<file path="src/rtl/i2s_dma_pkg.sv">
// Shared types and constants for the I2S playback DMA command scheduler.
// Holds the FSM state encoding, the fixed burst size and the field positions
// of the datamover command word.
package i2s_dma_pkg;

    typedef enum logic [2:0] {
        ST_IDLE,
        ST_ISSUE,
        ST_WAIT_STS,
        ST_HALT,
        ST_HALT_WAIT,
        ST_ERROR
    } state_t;

    // Bytes moved by every command (BURST_BYTES); the ring and period sizes are
    // multiples of this value.
    localparam int DM_BURST_BYTES = 64;

    // Command word field positions. The tag sits directly above the address,
    // so its LSB depends on the address width and is derived per instance.
    localparam int BTT_LSB  = 0;
    localparam int BTT_W    = 23;
    localparam int TYPE_BIT = 23;
    localparam int ADDR_LSB = 32;
    localparam int TAG_W    = 4;

    function automatic int tag_lsb(input int addr_width);
        return ADDR_LSB + addr_width;
    endfunction

endpackage

</file>
<file path="src/rtl/i2s_dma_scheduler.sv">
// Purpose: walks an audio ring buffer issuing one 64-byte datamover read command at a time, with period irqs.
// Latency: command presented the cycle after start or an accepted good status; irq one cycle after the status.
// Backpressure: cmd_tdata/cmd_tvalid hold while cmd_tready is low; one command outstanding until status returns.
//
// Ports: aclk/aresetn clock and async active-low reset; start/stop control pulses;
// buf_base/buf_bytes/period_bytes ring configuration sampled on start;
// cmd_* datamover command stream; sts_* datamover status stream;
// halt_dm/halt_complete_dm soft-shutdown handshake; running/period_irq/err/cur_addr status.
module i2s_dma_scheduler
    import i2s_dma_pkg::*;
#(
    parameter int ADDR_WIDTH  = 64,
    parameter int BURST_BYTES = 64
) (
    input  logic                     aclk,
    input  logic                     aresetn,
    input  logic                     start,
    input  logic                     stop,
    input  logic [ADDR_WIDTH-1:0]    buf_base,
    input  logic [23:0]              buf_bytes,
    input  logic [23:0]              period_bytes,
    output logic                     cmd_tvalid,
    input  logic                     cmd_tready,
    output logic [40+ADDR_WIDTH-1:0] cmd_tdata,
    input  logic                     sts_tvalid,
    output logic                     sts_tready,
    input  logic [7:0]               sts_tdata,
    output logic                     halt_dm,
    input  logic                     halt_complete_dm,
    output logic                     running,
    output logic                     period_irq,
    output logic                     err,
    output logic [ADDR_WIDTH-1:0]    cur_addr
);

    localparam int TAG_LSB = tag_lsb(ADDR_WIDTH);

    state_t                state_q, state_d;
    logic [ADDR_WIDTH-1:0] base_q, end_q, addr_q;
    logic [23:0]           period_q, pcnt_q;
    logic [TAG_W-1:0]      tag_q;
    logic                  err_q, irq_q;

    logic                  start_ok, sts_fire, sts_good;
    logic [ADDR_WIDTH-1:0] addr_inc;
    logic [23:0]           pcnt_inc;

    // stop wins over a simultaneous start; start only counts from a parked state.
    assign start_ok = start && !stop && (state_q == ST_IDLE || state_q == ST_ERROR);
    assign sts_fire = sts_tvalid && sts_tready;
    assign sts_good = (sts_tdata[7:4] == 4'h0) && (sts_tdata[3:0] == tag_q);
    assign addr_inc = addr_q + ADDR_WIDTH'(BURST_BYTES);
    assign pcnt_inc = pcnt_q + 24'(BURST_BYTES);

    always_ff @(posedge aclk or negedge aresetn) begin
        if (!aresetn) begin
            state_q <= ST_IDLE;
        end else begin
            state_q <= state_d;
        end
    end

    always_comb begin
        state_d    = state_q;
        cmd_tvalid = 1'b0;
        sts_tready = 1'b0;
        halt_dm    = 1'b0;
        running    = 1'b1;
        unique case (state_q)
            ST_IDLE, ST_ERROR: begin
                running = 1'b0;
                if (start_ok) state_d = ST_ISSUE;
            end
            ST_ISSUE: begin
                cmd_tvalid = 1'b1;
                // A stop racing the command handshake still halts; the halt
                // sequence flushes whatever the datamover accepted.
                if (stop)            state_d = ST_HALT;
                else if (cmd_tready) state_d = ST_WAIT_STS;
            end
            ST_WAIT_STS: begin
                sts_tready = 1'b1;
                if (stop)            state_d = ST_HALT;
                else if (sts_tvalid) state_d = sts_good ? ST_ISSUE : ST_HALT;
            end
            ST_HALT: begin
                sts_tready = 1'b1;
                halt_dm    = 1'b1;
                state_d    = ST_HALT_WAIT;
            end
            ST_HALT_WAIT: begin
                sts_tready = 1'b1;
                if (halt_complete_dm) state_d = err_q ? ST_ERROR : ST_IDLE;
            end
            default: state_d = ST_IDLE;
        endcase
    end

    always_ff @(posedge aclk or negedge aresetn) begin
        if (!aresetn) begin
            base_q   <= '0;
            end_q    <= '0;
            addr_q   <= '0;
            period_q <= '0;
            pcnt_q   <= '0;
            tag_q    <= '0;
            err_q    <= 1'b0;
            irq_q    <= 1'b0;
        end else begin
            irq_q <= 1'b0;
            if (start_ok) begin
                base_q   <= buf_base;
                end_q    <= buf_base + ADDR_WIDTH'(buf_bytes);
                period_q <= period_bytes;
                addr_q   <= buf_base;
                pcnt_q   <= '0;
                tag_q    <= '0;
                err_q    <= 1'b0;
            end
            if (state_q == ST_WAIT_STS && sts_fire) begin
                if (!sts_good) begin
                    err_q <= 1'b1;
                end else if (!stop) begin
                    // A good status coinciding with stop is dropped: the ring
                    // position is left at the burst that was in flight.
                    addr_q <= (addr_inc == end_q) ? base_q : addr_inc;
                    tag_q  <= tag_q + 1'b1;
                    if (pcnt_inc == period_q) begin
                        pcnt_q <= '0;
                        irq_q  <= 1'b1;
                    end else begin
                        pcnt_q <= pcnt_inc;
                    end
                end
            end
        end
    end

    always_comb begin
        cmd_tdata                             = '0;
        cmd_tdata[BTT_LSB +: BTT_W]           = BTT_W'(BURST_BYTES);
        cmd_tdata[TYPE_BIT]                   = 1'b1;
        cmd_tdata[ADDR_LSB +: ADDR_WIDTH]     = addr_q;
        cmd_tdata[TAG_LSB +: TAG_W]           = tag_q;
    end

    assign period_irq = irq_q;
    assign err        = err_q;
    assign cur_addr   = addr_q;

endmodule

</file>
<file path="config.mk">
export PLATFORM = sky130hd
export DESIGN_NAME = i2s_dma_scheduler
export DESIGN_NICKNAME = d
export VERILOG_FILES = /design/src/rtl/i2s_dma_pkg.sv /design/src/rtl/i2s_dma_scheduler.sv
export SDC_FILE = /design/constraint.sdc
export NUM_CORES = 1
export LEC_CHECK = 0
export CAP_MARGIN = 20
export CELL_PAD_IN_SITES_DETAIL_PLACEMENT = 1
export CELL_PAD_IN_SITES_GLOBAL_PLACEMENT = 1
export CORE_MARGIN = 5
export CORE_UTILIZATION = 36
export CTS_CLUSTER_DIAMETER = 80
export DETAILED_ROUTE_END_ITERATION = 10
export PLACE_DENSITY = 0.77
export SLEW_MARGIN = 20
export SYNTH_ARGS = -nofsm -noshare
export SYNTH_HDL_FRONTEND = slang
export SYNTH_SLANG_ARGS = --single-unit
export TNS_END_PERCENT = 1
</file>
<file path="constraint.sdc">
create_clock -name aclk -period 3.7 [get_ports aclk]
set_input_delay 0.555 -clock aclk [delete_from_list [all_inputs] [get_ports aclk]]
set_output_delay 0.555 -clock aclk [all_outputs]
set_load 0.005 [all_outputs]
</file>
### After elaboration in Yosys (flattened, before gate mapping)

Cells that the tools add are included.
W data, S select, Z words.

| word-level totals | value |
|---|---|
| input bits | 127 |
| output and inout bits | 174 |
| logic and storage cells | 71 |
| flip-flop bits (word level) | 249 |

| operators by class | value |
|---|---|
| muxes and demuxes | 34 |
| add/sub/neg operators | 4 |
| reduce and logical (&&, ||, !) cells | 12 |
| eq/ne operators | 12 |

Operator list:

| cell | number |
|---|---|
| $mux W64 | 5 |
| $mux W24 | 5 |
| $add A64 B24 Y64 | 1 |
| $add A64 B7 Y64 const B | 1 |
| $eq A64 B64 Y1 | 1 |
| $add A24 B7 Y24 const B | 1 |
| $eq A24 B24 Y1 | 1 |
| $mux W3 | 7 |
| $mux W4 | 4 |
| $pmux W3 S5 | 1 |
| $mux W1 | 11 |
| $eq A3 B2 Y1 const B | 2 |
| $eq A3 B3 Y1 const B | 2 |
| $ne A3 B3 Y1 const B | 2 |
| $logic_and A1 B1 Y1 | 5 |
| $add A4 B1 Y4 const B | 1 |
| $eq A4 B4 Y1 | 1 |
| $logic_not A4 Y1 | 1 |
| $ne A2 B2 Y1 const B | 2 |
| $reduce_and A4 Y1 | 1 |
| $eq A3 B1 Y1 const B | 1 |
| $logic_not A3 Y1 | 1 |
| $reduce_or A3 Y1 | 1 |
| $mux W2 | 1 |
| 3 further kinds | 3 |

### Logic depth before layout (Yosys ltp)

Gate-level depths: netlist (run 1).

| depth | value |
|---|---|
| word-level depth | 7 |
| depth in mapped cells | 15 |
| mapped depth without buffers | 13 |

### Worst setup path before layout (run 1)

OpenSTA, ideal clock, no wires.

| timing | value |
|---|---|
| path type | register -> register |
| from | register addr_q[14] (netlist: cur_addr[14]) |
| to | register addr_q[6] (netlist: cur_addr[6]) |
| library setup time | 0.120 ns |
| path slack | -0.146 ns |
| cell stages (with the launch flop) | 15 |
| arrival | 3.727 ns |
| path through | dfrtp_1 > buf_2 > nand3_1 > or4_1 > clkbuf_1 > or3_1 > buf_2 > nor4_4 > o22ai_1 > or4_1 > nor4_2 > nand4_2 > buf_6 > or2_0 > a31o_1 |

| between the ends | value |
|---|---|
| cells in the longest elaborated chain, start to end | 6 |

Ends and longest elaborated chain:

| what | line | RTL |
|---|---|---|
| start, declared | i2s_dma_scheduler.sv:39 | `logic [ADDR_WIDTH-1:0] base_q, end_q, addr_q;` |
| start signal, assigned | i2s_dma_scheduler.sv:115 | `addr_q <= buf_base;` |
| start signal, assigned | i2s_dma_scheduler.sv:126 | `addr_q <= (addr_inc == end_q) ? base_q : addr_inc;` |
| $add A64 B7 Y64 | i2s_dma_scheduler.sv:52 | `assign addr_inc = addr_q + ADDR_WIDTH'(BURST_BYTES);` |
| $eq A64 B64 Y1 | i2s_dma_scheduler.sv:126 |  |
| $mux W64 | i2s_dma_scheduler.sv:126 |  |
| $mux W64 | i2s_dma_scheduler.sv:123 | `end else if (!stop) begin` |
| $mux W64 | i2s_dma_scheduler.sv:121 | `if (!sts_good) begin` |
| $mux W64 | i2s_dma_scheduler.sv:120 | `if (state_q == ST_WAIT_STS && sts_fire) begin` |

No other way between the ends.
A chain may end at the register's enable or synchronous reset.

### Worst setup path after layout (run 1)

| timing | value |
|---|---|
| from | register addr_q[32] (netlist: cur_addr[32]) |
| to | register addr_q[61] (netlist: cur_addr[61]) |

| between the ends | value |
|---|---|
| cells in the longest elaborated chain, start to end | 6 |

Ends and longest elaborated chain:

| what | line |
|---|---|
| $add A64 B7 Y64 (*) | i2s_dma_scheduler.sv:52 |
| $eq A64 B64 Y1 | i2s_dma_scheduler.sv:126 |
| $mux W64 (*) | i2s_dma_scheduler.sv:126 |
| $mux W64 (*) | i2s_dma_scheduler.sv:123 |
| $mux W64 (*) | i2s_dma_scheduler.sv:121 |
| $mux W64 (*) | i2s_dma_scheduler.sv:120 |

Mark *: on every way between the ends. The rest lies on a longest branch, timed or not.

==> results.md, run 1 <==
* 1st-iter DRT viols at 1,225
* VDD IR-drop max at 0.0004494 V
* Area Overhead vs Synth at 36.49%
* Syn_area_per_cell at 8.070 sq um
* H-tree levels at 1
* Yosys top cell by area: dfrtp_1
* Vias at 17,350
* Post-Route WL at 71,720 um
* Clock sink total at 249
* Synth top area share at 0.3617
* Cells on worst reg2reg path at 16
* Vias in the first global route at 18,750
* Final min period at 3.676 ns
* Routability cong. at 0.9854
* Die Y at 228.8 um
* Yosys reg bits at 249
* Worst setup path category: reg2reg
* Top-Level Pins at 301
* First-pass GRT wire length at 108,900 um
* Layout cells sized above 1 at 0.1753
* Unrepaired setup endpoints after global routing: yes
* Final nets at 2,670
* Die ar. at 52,330 sq um
* Slew HR at 0.4213
* Setup crit end kind: flop
* # hold bufs at CTS at 0
* Max-slew violations at 0
* CP Max Fanout at 6
* Post-Syn Instances at 2,135
* Number of diodes at 0
* Max_cap viols at 0
* Max frequency at 272.0 MHz
* Cells taking the most area after synthesis: dfrtp_1, nand2_1, xnor2_1, o21ai_0, buf_4
* Synth cell types at 78
* Crit share post-route at 0.9935
* Die X-Extent at 228.8 um
* Final Hold Fails at 0
* CTS tree: built
* CTS Buf Count at 30
* Worst Hold Class: in2async
* FF-to-FF Start: cur_addr[32]
* Tightest Pin Transition at 0.8680 ns
* Clock Path Buffers at 3
* Wire length per cell at 22.75 um
* Number of port buffers at 264
* Critical Path AT at 4.11 ns
* Static leakage at 10.97 nW
* Post-DP HPWL at 54,500 um
* Register area share after synthesis at 0.3617
* TritonRoute pass-1 iters at 5
* Synth Warn # at 0
* Synth Cell Area at 17,230 sq um
* Synth Flop Type: dfrtp_1
* Worst path required time at 4.13 ns
* Grt ovf at 0
* Final core occ at 0.4946
* Gr usage total at 0.2600
* DR vias/cell at 5.503
* Flop2flop setup slack at 0.02 ns
* Clock Skews at 0.01851 ns
* Pwr dens at 700.2 nW/um^2
* Pre-CTS WS at -0.2797 ns
* Final setup violation count at 0
* Post-synth EDFFs at 0
* Std cell rows at 80
* FFs w/ async S/R, synth at 1.000
* Initial antenna violation count at 2
* Status: finished, final reports clean
* Remaining DRCs at 0
* Skew-Pair Late Insertion Delay at 0.60 ns
* Setup slack after layout at 0.02413 ns
* Reg clk slew, reported paths at 0.06 ns
* Antenna-violating nets left at 0
* End of the worst register-to-register path: cur_addr[61]
* CP Launch Type: flop
* CTS root buf: clkbuf_16
* Core area at 47,550 sq um
* Largest net degree at the start of global routing at 101
* TNS Setup at 0 ns
* Initial Utilization at 0.3624
-- cell usage after synthesis, types with 7 or more instances --
| cell type | number |
|---|---|
| a211oi_1 | 8 |
| a21o_1 | 30 |
| a21oi_1 | 46 |
| a22o_1 | 10 |
| and2_1 | 14 |
| and3_1 | 35 |
| and4_1 | 14 |
| buf_2 | 9 |
| buf_4 | 100 |
| clkbuf_1 | 109 |
| dfrtp_1 | 249 |
| ha_1 | 27 |
| inv_1 | 40 |
| mux2i_1 | 59 |
| nand2_1 | 525 |
| nand2b_1 | 19 |
| nand3_1 | 63 |
| nand4_1 | 42 |
| nor2_1 | 85 |
| nor2b_1 | 17 |
| nor3_1 | 40 |
| nor4_1 | 41 |
| o21ai_0 | 173 |
| o21ai_1 | 11 |
| o21bai_1 | 7 |
| o31ai_1 | 13 |
| or2_2 | 9 |
| or3_1 | 15 |
| or4_1 | 11 |
| xnor2_1 | 123 |
| xor2_1 | 74 |
-- area by class of cell --
| class | count | area [sq um] |
|---|---|---|
| multi-input cells | 1656 | 10300 |
| flip-flops and latches | 249 | 6246 |
| well taps | 615 | 769.5 |
| clock inverters | 13 | 217.7 |
| fillers | 5580 | 24030 |
| clock buffers | 42 | 885.9 |
| repair buffers | 538 | 4949 |
| inverters | 40 | 150.1 |
-- report_power, final --
| group | switching, mW | internal (mW) |
|---|---|---|
| registers | 1.16 | 3.84 |
| logic | 4.19 | 3.99 |
| clock network | 1.27 | 2.01 |
-- worst max path at each step --
| stage | start | to | depth (start not counted) |
|---|---|---|---|
| finish | cur_addr[32] | cur_addr[61] | 16 |
| global route | cur_addr[13] | cur_addr[61] | 14 |
| global placement | cur_addr[24] | cur_addr[6] | 14 |
| floorplan | cur_addr[19] | cur_addr[6] | 14 |
| CTS | cur_addr[24] | cur_addr[56] | 14 |
| detailed placement | buf_base[0] | end_q[45] | 16 |
-- cells in the final DEF, fill, tap and decap left out, types with 36 or more instances in the layout --
cell type,netlist,layout
o21ai_0,173,158
xor2_1,74,69
nand4_1,42,42
inv_1,40,40
clkdlybuf4s50_1,0,263
nor2_1,85,82
nand2_1,525,525
conb_1,2,36
nand3_1,63,57
dfrtp_1,249,237
a21oi_1,46,46
xnor2_1,123,118
mux2i_1,59,55
buf_4,100,248
-- state kept, by name (all words and copies together), names as in the netlist --
name        flops
period_q       24
state_q         3
pcnt_q         24
tag_q           4
period_irq      1
end_q          64
base_q         64
cur_addr       64
err             1
-- routing by layer --
layer | part of all wire | global-route usage | vias up | wire, um
li1 | - | - | 7945 | -
met1 | 0.42 | 0.3282 | 8720 | 30050
met2 | 0.48 | 0.4390 | 535 | 34420
met3 | 0.058 | 0.05130 | 149 | 4135
met4 | 0.043 | 0.1034 | 2 | 3097
met5 | 0.00021 | 0 | - | 15
-- worst max-delay path, stage by stage, from the launching register on --
cell and delay, ns:
dfrtp_2 0.46, nand4_1 0.18, buf_4 0.16, nor4_2 0.04, buf_4 0.15, nand3_4 0.13
buf_4 0.15, nor3_1 0.05, buf_4 0.12, a2111o_1 0.42, or4_1 0.50, and4b_1 0.30
nand4_4 0.21, buf_12 0.22, buf_8 0.15, mux2i_2 0.20, o21ai_1 0.08
-- kinds of logic after synthesis --
family	count (synthesis)	share of synthesized area
other	2	0.0004359
adders and majority gates	28	0.02077
AOI/OAI and AO/OA	370	0.1329
xor gates and xnor gates	204	0.1094
and+or+nand+nor	958	0.2590
DFF	249	0.3617
muxes	60	0.03493
buffers and inverters	264	0.08090
-- repair_timing --
| item | CTS | global route |
|---|---|---|
| cloned | 1 | 0 |
| pin swaps | 20 | 29 |
| setup endpoints to repair | 64 | 71 |
| gates resized for setup | 62 | 72 |
| setup buffers | 20 | 10 |
-- per-stage QoR --
| step | power (mW) | cells | hold slack (ns) | cell area [sq um] |
|---|---|---|---|---|
| detailed placement | 12.59 | 3067 | 0.4640 | 21570 |
| global route | 17.40 | 3153 | 0.09922 | 23520 |
| finish | 16.47 | 3153 | 0.04679 | 23520 |
| CTS | 16.16 | 3143 | 0.06846 | 23150 |
| floorplan | 8.837 | 2169 | 0.2594 | 17410 |
| global placement | 12.27 | 3067 | 0.4534 | 21570 |
Note: power is estimated with default switching activity, not from simulation.
==> inputs of run 2 (changes only) <==
--- a/config.mk
+++ b/config.mk
@@ -5,7 +5,7 @@
 export SDC_FILE = /design/constraint.sdc
 export NUM_CORES = 1
 export LEC_CHECK = 0
-export CAP_MARGIN = 20
+export CAP_MARGIN = 15
 export CELL_PAD_IN_SITES_DETAIL_PLACEMENT = 1
 export CELL_PAD_IN_SITES_GLOBAL_PLACEMENT = 1
 export CORE_MARGIN = 5
==> results of run 2 <==
No change in the layout: final DEF, timing and power equal those of run 1.
==> inputs of run 3 (changes only) <==
--- a/config.mk
+++ b/config.mk
@@ -12,7 +12,9 @@
 export CORE_UTILIZATION = 36
 export CTS_CLUSTER_DIAMETER = 80
 export DETAILED_ROUTE_END_ITERATION = 10
+export GPL_ROUTABILITY_DRIVEN = 0
 export PLACE_DENSITY = 0.77
+export SKIP_CTS_REPAIR_TIMING = 1
 export SLEW_MARGIN = 20
 export SYNTH_ARGS = -nofsm -noshare
 export SYNTH_HDL_FRONTEND = slang
==> results.md, run 3 (same netlist as run 1, synthesis figures left out) <==
* Wire length per cell at 22.58 um
* Clock Skews at 0.01537 ns
* Total Power at 15.83 mW
* Setup crit end kind: flop
* CP Max Fanout at 7
* CTS root buf: clkbuf_16
* VDD IR-drop max at 0.0003963 V
* TritonRoute pass-1 iters at 5
* Core area at 47,550 sq um
* CTS Buf Count at 29
* Slew HR at 0.5368
* Hold WS at 0.4726 ns
* CP most frequent cell: buf_12
* CP Launch Type: flop
* First-pass GRT wire length at 107,100 um
* Placed Cells at 3,058
* Largest net degree at the start of global routing at 92
* Unrepaired setup endpoints after global routing: yes
* Number of diodes at 0
* Most frequent cells in the layout: nand2_1, clkdlybuf4s50_1, dfrtp_1
* Final Instance Area at 22,820 sq um
* Status: finished, violations left
* H-tree levels at 1
* Max-slew violations at 0
* Antenna-violating nets left at 0
* Setup slack after layout at -0.08660 ns
* CTS tree: built
* Post-route insts no fill at 3,118
* Placed inst area at 21,450 sq um
* Clock Path Buffers at 3
* Pwr dens at 693.5 nW/um^2
* 1st-iter DRT viols at 1,479
* Most common cell after layout, fill and taps aside: nand2_1
* Worst Hold Class: reg2reg
* Final nets at 2,640
* Area Overhead vs Synth at 32.46%
* Gr usage total at 0.2529
* Final Hold Fails at 0
* Failing checks: setup timing
* Remaining DRCs at 0
* Die ar. at 52,330 sq um
* Final setup violation count at 41
* Layout cells sized above 1 at 0.1458
* Post-DP HPWL at 53,170 um
* Final min period at 3.787 ns
* Vias at 17,630
* Vias in the first global route at 18,670
* Crit-path slowest cell: or4_1
* DR vias/cell at 5.654
* Worst setup path category: reg2reg
* CP delay by family, top: simple AND/OR/NAND/NOR gates
* Max_cap viols at 0
* Std cell rows at 80
* Cells on worst reg2reg path at 13
* Hold path cells at 2
* Static leakage at 10.69 nW
* Post-Route WL at 70,390 um
* Initial Utilization at 0.3624
* Die X-Extent at 228.8 um
* Tightest Pin Transition at 0.6949 ns
* Worst path bufs/invs at 3
* Number of port buffers at 264
* Max frequency at 264.1 MHz
* Reg clk slew, reported paths at 0.06 ns
* Worst path required time at 4.16 ns
* Top-Level Pins at 301
* Levels on crit path at 13
* Crit share post-route at 1.023
* Initial antenna violation count at 1
* Grt ovf at 0
* Clock sink total at 249
* Die Y at 228.8 um
* CP peak stage delay at 0.51 ns
* Critical Path AT at 4.24 ns
* Skew-Pair Late Insertion Delay at 0.59 ns
* Crit-path cells: and4_1 > buf_4 > nand3_1 > xor2_1 > xnor2_1 > a2111o_1 > or4_1 > and4b_1 > nand4_4 > buf_12 > buf_12 > mux2i_1 > a21o_1
run 3: tightest hold or removal path, stage by stage (launching register included):
cell and delay (ns):
dfrtp_1 0.34, nand2_1 0.05, nand2_1 0.05
run 3: final timing paths:
check | start | to | slack (ns)
min | base_q[6] | base_q[6] | 0.47
max reg2reg | cur_addr[13] | cur_addr[15] | -0.09
min in group asynchronous | aresetn | base_q[46] | 0.51
max in group asynchronous | aresetn | period_q[1] | 2.24
max | cur_addr[13] | cur_addr[15] | -0.09
min reg2reg | base_q[6] | base_q[6] | 0.47
run 3: per-layer routing:
layer  vias to the layer above  part of all wire  GRT usage
li1                       7902                 -          -
met1                      8866              0.41     0.3254
met5                         -           0.00018          0
met3                       174             0.061    0.03652
met2                       685              0.48     0.4350
met4                         2             0.041    0.08981
run 3: area by class of cell:
type / instances / area (sq um)
sequential: 249 / 6233
timing repair buffer: 509 / 4647
tap: 615 / 769.5
clock inverter: 10 / 143.9
multi-input combinational: 1656 / 10030
fill: 5690 / 24720
clock buffer: 39 / 843.3
inverter: 40 / 150.1
run 3: power by group:
group,internal (mW),switching [mW],leakage (nW)
Clock,1.80,1.23,0.494
Sequential,3.83,1.13,3.15
Combinational,3.79,4.05,7.04
run 3: metrics by stage:
stage | setup TNS [ns] | setup slack (ns) | utilization
5_1_grt | -7.023 | -0.1699 | 0.4800
2_1_floorplan | -0.01377 | -0.01377 | -
3_5_place_dp | -4.271 | -0.1414 | 0.4512
4_1_cts | -9.739 | -0.2431 | 0.4720
6_report | -0.9886 | -0.08660 | 0.4800
3_3_place_gp | -1.874 | -0.08985 | 0.4512
